--- config.mk ---
export PLATFORM = sky130hd
export DESIGN_NAME = bus_decoder
export DESIGN_NICKNAME = d
export VERILOG_FILES = /design/src/rtl/bus_decoder.sv
export SDC_FILE = /design/constraint.sdc
export NUM_CORES = 1
export LEC_CHECK = 0
export BUFFER_PORTS_ARGS = -buffer_cell sky130_fd_sc_hd__buf_2
export CORE_MARGIN = 4
export CORE_UTILIZATION = 37
export DETAILED_ROUTE_END_ITERATION = 10
export GPL_TIMING_DRIVEN = 1
export HOLD_SLACK_MARGIN = 0.02
export PLACE_DENSITY = 0.84
export SLEW_MARGIN = 25
export SYNTH_ARGS = -nofsm -noshare
export SYNTH_HDL_FRONTEND = slang
export SYNTH_SLANG_ARGS = --single-unit
--- constraint.sdc ---
create_clock -name clk -period 3.55 [get_ports clk]
set_input_delay 0.8875 -clock clk [delete_from_list [all_inputs] [get_ports clk]]
set_output_delay 0.8875 -clock clk [all_outputs]
set_load 0.03 [all_outputs]
--- src/rtl/bus_decoder.sv ---
// CPU address decoder for RAM, ROM and a window of 256-byte I/O pages, with
// per-slot wait-state handshakes, an optional read register and a bus timeout.
module bus_decoder #(
   parameter int                NSLOTS   = 8,
   parameter logic [7:0]        IO_PAGE  = 8'hD0,
   parameter logic [NSLOTS-1:0] ACK_MASK = '0,
   parameter logic [NSLOTS-1:0] REG_MASK = '0,
   parameter int                TIMEOUT  = 15
) (
   input  logic                  clk,
   input  logic                  reset,
   input  logic [15:0]           cpu_next_addr,
   input  logic                  cpu_next_rd,
   input  logic                  cpu_next_we,
   output logic [7:0]            cpu_di,
   output logic                  cpu_enable,
   output logic                  ram_we,
   input  logic [7:0]            ram_data,
   input  logic [7:0]            rom_data,
   output logic [NSLOTS-1:0]     io_rd,
   output logic [NSLOTS-1:0]     io_wr,
   input  logic [8*NSLOTS-1:0]   io_data,
   input  logic [NSLOTS-1:0]     io_ack,
   output logic                  bus_err,
   output logic [15:0]           err_addr,
   input  logic                  err_clr,
   output logic [0:0]            fsm_state
);

   localparam logic [0:0] ST_IDLE = 1'b0;
   localparam logic [0:0] ST_WAIT = 1'b1;

   localparam logic [2:0] SRC_NONE = 3'd0;
   localparam logic [2:0] SRC_RAM  = 3'd1;
   localparam logic [2:0] SRC_ROM  = 3'd2;
   localparam logic [2:0] SRC_SLOT = 3'd3;
   localparam logic [2:0] SRC_ERR  = 3'd4;

   localparam logic [7:0] TIMEOUT_C = 8'(TIMEOUT);

   logic [0:0] state;
   logic [7:0] wcnt;
   logic [2:0] sel_kind;
   logic [3:0] sel_slot;
   logic [7:0] slot_q [NSLOTS];

   logic       ram_hit, rom_hit, slot_hit;
   logic [7:0] slot_diff;
   logic       slot_ack, slot_stalls;
   logic       stall_req, timeout_hit;
   logic [2:0] dec_kind;

   assign fsm_state = state;

   // Priority RAM > ROM > I/O window falls out of masking the window hit.
   assign ram_hit   = ~cpu_next_addr[15];
   assign rom_hit   = (cpu_next_addr[15:13] == 3'b111);
   assign slot_diff = cpu_next_addr[15:8] - IO_PAGE;
   assign slot_hit  = ~ram_hit & ~rom_hit & (cpu_next_addr[15:8] >= IO_PAGE)
                      & ({1'b0, slot_diff} < 9'(NSLOTS));

   always_comb begin
      slot_ack    = 1'b0;
      slot_stalls = 1'b0;
      io_rd       = '0;
      io_wr       = '0;
      for (int k = 0; k < NSLOTS; k++) begin
         if (slot_diff == 8'(k)) begin
            slot_ack    = io_ack[k];
            slot_stalls = ACK_MASK[k];
         end
         io_rd[k] = ~reset & slot_hit & cpu_next_rd & (slot_diff == 8'(k));
         io_wr[k] = ~reset & slot_hit & cpu_next_we & (slot_diff == 8'(k));
      end
   end

   assign ram_we = ~reset & ram_hit & cpu_next_we;

   // The same condition that starts a stall keeps it going; its absence in WAIT is the ack.
   assign stall_req   = slot_hit & slot_stalls & (cpu_next_rd | cpu_next_we) & ~slot_ack;
   assign timeout_hit = (state == ST_WAIT) & stall_req & (wcnt >= TIMEOUT_C);
   assign cpu_enable  = ~reset & (~stall_req | timeout_hit);

   always_comb begin
      dec_kind = SRC_NONE;
      if (cpu_next_rd) begin
         if (ram_hit)       dec_kind = SRC_RAM;
         else if (rom_hit)  dec_kind = SRC_ROM;
         else if (slot_hit) dec_kind = SRC_SLOT;
      end
   end

   always_ff @(posedge clk or posedge reset) begin
      if (reset) begin
         state    <= ST_IDLE;
         wcnt     <= 8'd0;
         sel_kind <= SRC_NONE;
         sel_slot <= 4'd0;
         bus_err  <= 1'b0;
         err_addr <= 16'h0000;
      end else begin
         case (state)
            ST_IDLE: begin
               if (stall_req) begin
                  state <= ST_WAIT;
                  wcnt  <= 8'd1;
               end
            end
            default: begin
               if (!stall_req || timeout_hit) begin
                  state <= ST_IDLE;
                  wcnt  <= 8'd0;
               end else begin
                  wcnt  <= wcnt + 8'd1;
               end
            end
         endcase

         if (timeout_hit) begin
            sel_kind <= SRC_ERR;
            bus_err  <= 1'b1;
            err_addr <= cpu_next_addr;
         end else begin
            if (cpu_enable) begin
               sel_kind <= dec_kind;
               sel_slot <= slot_diff[3:0];
            end
            if (err_clr) bus_err <= 1'b0;
         end
      end
   end

   always_ff @(posedge clk or posedge reset) begin
      if (reset) begin
         for (int k = 0; k < NSLOTS; k++) slot_q[k] <= 8'h00;
      end else begin
         for (int k = 0; k < NSLOTS; k++) slot_q[k] <= io_data[8*k +: 8];
      end
   end

   always_comb begin
      cpu_di = 8'h00;
      case (sel_kind)
         SRC_RAM: cpu_di = ram_data;
         SRC_ROM: cpu_di = rom_data;
         SRC_ERR: cpu_di = 8'hFF;
         SRC_SLOT: begin
            for (int k = 0; k < NSLOTS; k++) begin
               if (sel_slot == 4'(k)) cpu_di = REG_MASK[k] ? slot_q[k] : io_data[8*k +: 8];
            end
         end
         default: cpu_di = 8'h00;
      endcase
   end

endmodule

### Word level (Yosys, flattened, before mapping)

Index checks and enable logic that the tools add are counted.

* flip-flop bits (word level): 7
* bits in latches: 0
* bits in writable memories: 0
* ROM bits: 0
* input bits: 109
* logic and storage cells: 66
* memories: 0

* add/subtract/negate cells: 1
* multiply operators: 0
* divide/modulo/power cells: 0
* $lt $le $gt $ge: 2
* equal/unequal tests: 19
* shift-type cells: 0
* muxes and demuxes: 13
* bitwise logic cells: 27
* reduce and logical (&&, ||, !) cells: 2

Operator list (number)
* $mux 8: 8
* $eq 8x3->1 const B: 4
* $pmux 8 s4: 1
* $and 1x1->1: 24
* $eq 4x3->1 const B: 4
* $eq 8x2->1 const B: 2
* $mux 3: 3
* $eq 4x2->1 const B: 2
* $eq 8x1->1 const B: 1
* $ge 8x8->1 const B: 1
* $logic_not 8->1: 1
* $lt 8x4->1 const B: 1
* $sub 8x8->8 const B: 1
* $eq 3x2->1 const B: 2
* $eq 3x3->1 const B: 2
* $eq 4x1->1 const B: 1
* $logic_not 4->1: 1
* $eq 3x1->1 const B: 1
* $not 1->1: 3
* $mux 2: 1

### Depth between registers and ports, before layout

Gate-level depths: netlist of run 1.

* word-level depth: 10
* gate-level depth with buffers: 7

### Worst setup path after synthesis of run 1

OpenSTA, ideal clock, no wires.

* path kind: input to output
* start point: in reset
* end point: out io_wr[4]
* arrival: 2.338 ns
* required time: 2.663 ns
* path slack: 0.325 ns
* cell stages on the path: 6
* buffers on the path: 1
* cells stage by stage: clkbuf_1 inv_1 nand2_1 nor3_1 nand2_1 nor2_1

* longest elaborated chain between the ends: 4

Ends and longest elaborated chain
* start, declared: RTL line 11 `input logic reset,`
* $not 1->1
* named net cpu_enable: RTL line 16 `output logic cpu_enable,`
* $and 1x1->1 (3 in series): RTL line 73 `io_wr[k] = ~reset & slot_hit & cpu_next_we & (slot_diff == 8'(k));`
* end, declared: RTL line 21 `output logic [NSLOTS-1:0] io_wr,`

The timed path passes the listed nets, and every way through them passes these cells.

### Worst setup path after layout of run 1

* start point: reg sel_slot[0]
* end point: out cpu_di[0]

* longest elaborated chain between the ends: 10

Ends and longest elaborated chain
* start, declared: RTL line 44 `logic [3:0] sel_slot;`
* start signal, assigned: RTL line 126 `sel_slot <= slot_diff[3:0];`
* $logic_not 4->1: RTL line 149 `if (sel_slot == 4'(k)) cpu_di = REG_MASK[k] ? slot_q[k] : io_data[8*k +: 8];`
* $mux 8 (7 in series): RTL line 149
* $mux 8 *: RTL line 149
* $pmux 8 s4 *: RTL line 143 `case (sel_kind)`
* end, declared: RTL line 15 `output logic [7:0] cpu_di,`

Mark *: on every way between the ends. The rest lies on a longest branch, timed or not.

==> reports/qor.yml, run 1 <==
status: "finished, final reports clean"
avgRoutedWirePerCell_um: 13.3
max_clock_freq_ghz: 0.327
final_max_slew_viol_count: 0
finalSetupViolCount: 0
cts_resized: 0
coreArea_sq_um: 3470
areaGrowthSynthToFinish_pct: 41.0
holdPathEnd: "sel_kind[0]"
yosys.cell_types.count: 37
synth.avg_cell_area_sq_um: 6.63
clk_pin_slew_worst_paths_ns: 0.04
overflow: 0
first_pass_iters: 5
synth-main-ff-cell: "dfrtp_1"
globalRouteMet2Util_pct: 35.0
drc: 0
min_period_ns: 3.05
layout_setup_ws_ns: 0.496
numCtsBuffers: 3
clock_path_buffers: 2
grt_pass1_vias: 1643
post_cts_buffers: 0
critPathArrivalTime_ns: 2.17
num_vias: 1784
power.total_uw: 428
grt_start_max_net_pins: 27
yosysWarnings: 0
p_per_area_nw_per_um2: 221
end_kind: "output pin"
die_area_sq_um: 4750
cts_tree: "yes"
htreeDepth: 1
yosysSeqAreaShare_pct: 10.9
synth-async-reset-ratio_pct: 100
crit_type: "reg -> out"
cts_root_buf: "clkbuf_8"
hold_path_class: "reg -> reg"
grt_use_total_pct: 19.2
min_path_cells: 1
detail-route-antenna-nets: 0
synth_seq_cells: 6
final_cell_mix: "buf_2, nor2_1, nand2_1"
use_met3_pct: 4.54
max_cap_viol_count: 0
final_util_pct: 55.8
globalplace.congestion: 0.740
antenna_found_initial: 0
worstSkewPairLatency_ns: 0.22
crit_path_start_kind: "flip-flop"
syn_inst: 207
reg2reg_depth: 2
cp_max_fo: 26
grt_use_met1_pct: 21.8
relSlewSlack_pct: 58.2
place_ws_ns: 0.589
rrSetupSlack_ns: 2.19
fin_crit_sh_pct: 86.0
reg2reg_from: "sel_slot[0]"
busiest_layer: "met2"
rows: 21
setup_tns_ns: 0
synth_edf_count: 0
drive_above_1_share_pct: 41.3
fin_nets: 427
drt_wl_total_um: 4820
peakVddDrop_mv: 0.155
ctsHoldBuffers: 0
r2r_end: "sel_slot[0]"
cts.sinks: 6
min-delay-start: "sel_kind[0]"
initial_core_util_pct: 39.6
die_w_um: 68.9
vias_per_cell: 4.91
dp_hpwl_um: 4030
cp.required_ns: 2.66
rsz0062_at_grt: "no"
drt_iter0_drc: 62
final_common_cell: "buf_2"
synth_area_sq_um: 1370
die_h_um: 68.9
top_level_ports: 153
worst_pin_slew_ns: 0.628
port_buffers: 117
skew_ns: 0
finalHoldViolCount: 0
p_leak_uw: 0.00105
grt_first_pass_wirelength_um: 6960
diodes: 0
-- worst max-delay path, cell delays in order, from the launching register on --
cell and delay [ns]:
dfrtp_2 0.73, buf_4 0.36, mux2i_1 0.21, nor2_1 0.05, nor3_1 0.26, o221ai_1 0.14, buf_2 0.19
-- metrics by stage --
stage          cell area, sq um  cells  hold WS, ns
6_report                   1940    363        0.606
5_1_grt                    1940    363        0.645
4_1_cts                    1940    363        0.607
3_5_place_dp               1890    359        0.596
3_3_place_gp               1890    359        0.580
2_1_floorplan              1440    224        0.540
-- state kept, by name (all words and copies together), names as in the netlist --
name,count
sel_slot,4
sel_kind,2
-- area by class of cell --
cell class	count	area [sq um]
fillers	390	1530
well taps	46	57.6
clock buffers	4	45.0
flip-flops and latches	6	151
inverters	8	30.0
repair buffers	119	601
multi-input cells	180	1050
-- how the worst max path moves through the flow --
stage	from	endpoint	slack [ns]	depth (start not counted)
2_1_floorplan	reset	io_wr[4]	0.32	6
3_3_place_gp	cpu_next_addr[13]	io_wr[0]	0.63	5
3_5_place_dp	cpu_next_addr[13]	io_wr[0]	0.59	6
4_1_cts	sel_slot[0]	cpu_di[0]	0.48	6
5_1_grt	sel_slot[0]	cpu_di[0]	0.33	6
6_report	sel_slot[0]	cpu_di[0]	0.50	6
-- report_power, final --
| part | switching, uW | total [uW] | internal, uW |
|---|---|---|---|
| logic | 125 | 224 | 98.6 |
| registers | 25.0 | 99.6 | 74.6 |
| clock network | 27.6 | 105 | 77.1 |
-- cell families (layout without fill, tap and decap cells) --
| family | after synthesis | in the layout | synth area share (%) |
|---|---|---|---|
| DFF | 6 | 6 | 10.9 |
| and+or+nand+nor | 88 | 88 | 28.2 |
| muxes | 24 | 24 | 17.9 |
| buffers and inverters | 38 | 131 | 17.1 |
| other | 1 | 18 | 0.273 |
| AOI/OAI and AO/OA | 50 | 50 | 25.6 |
-- per-layer routing --
metal	routed length [um]	vias up	part of all wire, %
met1	1850	780	38
met4	38	0	0.79
met2	2370	89	49
met3	561	4	12
met5	0	-	0
li1	-	911	-
-- cell usage after synthesis (4+ instances only) --
library cell | instances | area [sq um]
a21oi_1 | 11 | 55.1
mux2i_1 | 20 | 200
buf_2 | 4 | 20.0
inv_1 | 8 | 30.0
buf_4 | 19 | 143
o221ai_1 | 7 | 61.3
nor2_1 | 41 | 154
o21ai_0 | 10 | 50.1
nand2_1 | 21 | 78.8
nor3_1 | 9 | 45.0
dfrtp_1 | 6 | 150
mux2_2 | 4 | 45.0
nor2b_1 | 4 | 25.0
o21a_1 | 6 | 45.0
a22oi_1 | 7 | 52.6
No activity file was read; power rests on OpenSTA's default activity.
==> run 2, diff against run 1 <==
--- a/config.mk
+++ b/config.mk
@@ -6,12 +6,14 @@
 export NUM_CORES = 1
 export LEC_CHECK = 0
 export BUFFER_PORTS_ARGS = -buffer_cell sky130_fd_sc_hd__buf_2
+export CELL_PAD_IN_SITES_DETAIL_PLACEMENT = 1
+export CELL_PAD_IN_SITES_GLOBAL_PLACEMENT = 1
 export CORE_MARGIN = 4
-export CORE_UTILIZATION = 37
+export CORE_UTILIZATION = 22
 export DETAILED_ROUTE_END_ITERATION = 10
 export GPL_TIMING_DRIVEN = 1
 export HOLD_SLACK_MARGIN = 0.02
-export PLACE_DENSITY = 0.84
+export PLACE_DENSITY = 0.83
 export SLEW_MARGIN = 25
 export SYNTH_ARGS = -nofsm -noshare
 export SYNTH_HDL_FRONTEND = slang
==> reports/qor.yml, run 2 (synthesis gave the netlist of run 1 again) <==
status: "finished, final reports clean"
nFillCells: 815
clk_pin_slew_worst_paths_ns: 0.04
areaGrowthSynthToFinish_pct: 43.7
first_pass_iters: 4
globalRouteMet2Util_pct: 25.4
vias_per_cell: 4.72
finalHoldViolCount: 0
final_util_pct: 32.9
hold_path_class: "reg -> reg"
final_common_cell: "buf_2"
detail-route-antenna-nets: 0
drt_iter0_drc: 40
layout_setup_ws_ns: 0.434
crit_type: "reg -> out"
crit_path_start_kind: "flip-flop"
end_kind: "output pin"
cp.required_ns: 2.66
final_cell_mix: "buf_2, nor2_1, nand2_1"
min_period_ns: 3.12
largest_register: "sel_slot"
overflow: 0
use_met3_pct: 2.27
p_leak_uw: 0.00105
grt_pass1_vias: 1865
critPathArrivalTime_ns: 2.23
cts_tree: "yes"
avgRoutedWirePerCell_um: 14.6
place_area_sq_um: 1930
numCtsBuffers: 3
worst_pin_slew_ns: 0.691
relSlewSlack_pct: 54.0
grt_first_pass_wirelength_um: 8830
rows: 28
largestRegisters: "sel_slot (4), sel_kind (2)"
clock_path_buffers: 2
max_cap_viol_count: 0
p_per_area_nw_per_um2: 222
grt_use_total_pct: 14.3
place_ws_ns: 0.534
peakVddDrop_mv: 0.121
dp_hpwl_um: 4870
grt_use_met1_pct: 17.7
initial_core_util_pct: 22.9
htreeDepth: 1
port_buffers: 117
drt_wl_total_um: 5710
diodes: 0
cts_root_buf: "clkbuf_8"
die_h_um: 87.0
cts.sinks: 6
worstSkewPairLatency_ns: 0.22
drive_above_1_share_pct: 41.3
busiest_layer: "met2"
cp_max_fo: 23
globalplace.congestion: 0.738
setup_tns_ns: 0
die_w_um: 87.0
coreArea_sq_um: 5990
regArea_sq_um: 151
max_clock_freq_ghz: 0.321
grt_start_max_net_pins: 24
rsz0062_at_grt: "no"
antenna_found_initial: 0
top_level_ports: 153
cts_resized: 0
stdcell_area_sq_um: 1970
finalSetupViolCount: 0
skew_ns: 0
largest_reg_flops: 4
fin_nets: 427
die_area_sq_um: 7570
drc: 0
ctsHoldBuffers: 0
num_vias: 1850
final_max_slew_viol_count: 0
fin_crit_sh_pct: 87.8
multi_input_area_sq_um: 1050
post_cts_buffers: 0
==> run 2: critical path, stage by stage, from the launching register on <==
cell      delay (ns)
dfrtp_2         0.70
buf_4           0.37
mux2i_1         0.22
nor2_1          0.06
nor3_1          0.30
o221ai_1        0.15
buf_2           0.19
==> run 2: through the flow <==
stage	hold slack [ns]	total power [uW]	std cells
final	0.629	438	392
after global routing	0.626	472	392
after CTS	0.618	444	392
after detailed placement	0.610	332	388
after global placement	0.602	325	388
after floorplan	0.540	262	224
==> run 2: final timing paths <==
kind / start / endpoint / slack [ns] / cells past startpoint
min in group asynchronous: reset / sel_slot[2] / 0.73 / 3
max reg2reg: sel_slot[1] / sel_slot[1] / 2.40 / 1
min reg2reg: sel_kind[0] / sel_kind[0] / 0.63 / 1
max in group asynchronous: reset / sel_slot[0] / 2.67 / 3
min: sel_kind[0] / sel_kind[0] / 0.63 / 1
max: sel_slot[0] / cpu_di[1] / 0.43 / 6
==> run 2: report_power, final <==
group          switching (uW)  internal, uW  leakage, uW
clock                    31.3          77.4    0.0000228
combinational             131          98.7     0.000954
sequential               25.3          74.5    0.0000729
total                     187           251      0.00105
==> run 2: cell type report <==
class | instances | area share [%]
multi-input cells | 180 | 53.3
clock buffers | 4 | 2.28
flip-flops and latches | 6 | 7.68
repair buffers | 119 | 30.5
inverters | 8 | 1.52
well taps | 75 | 4.76
==> run 2: metal layers <==
layer	share of wire [%]	vias up
li1	-	913
met1	41	857
met2	51	74
met3	6.7	6
met4	1.2	0
met5	0	-
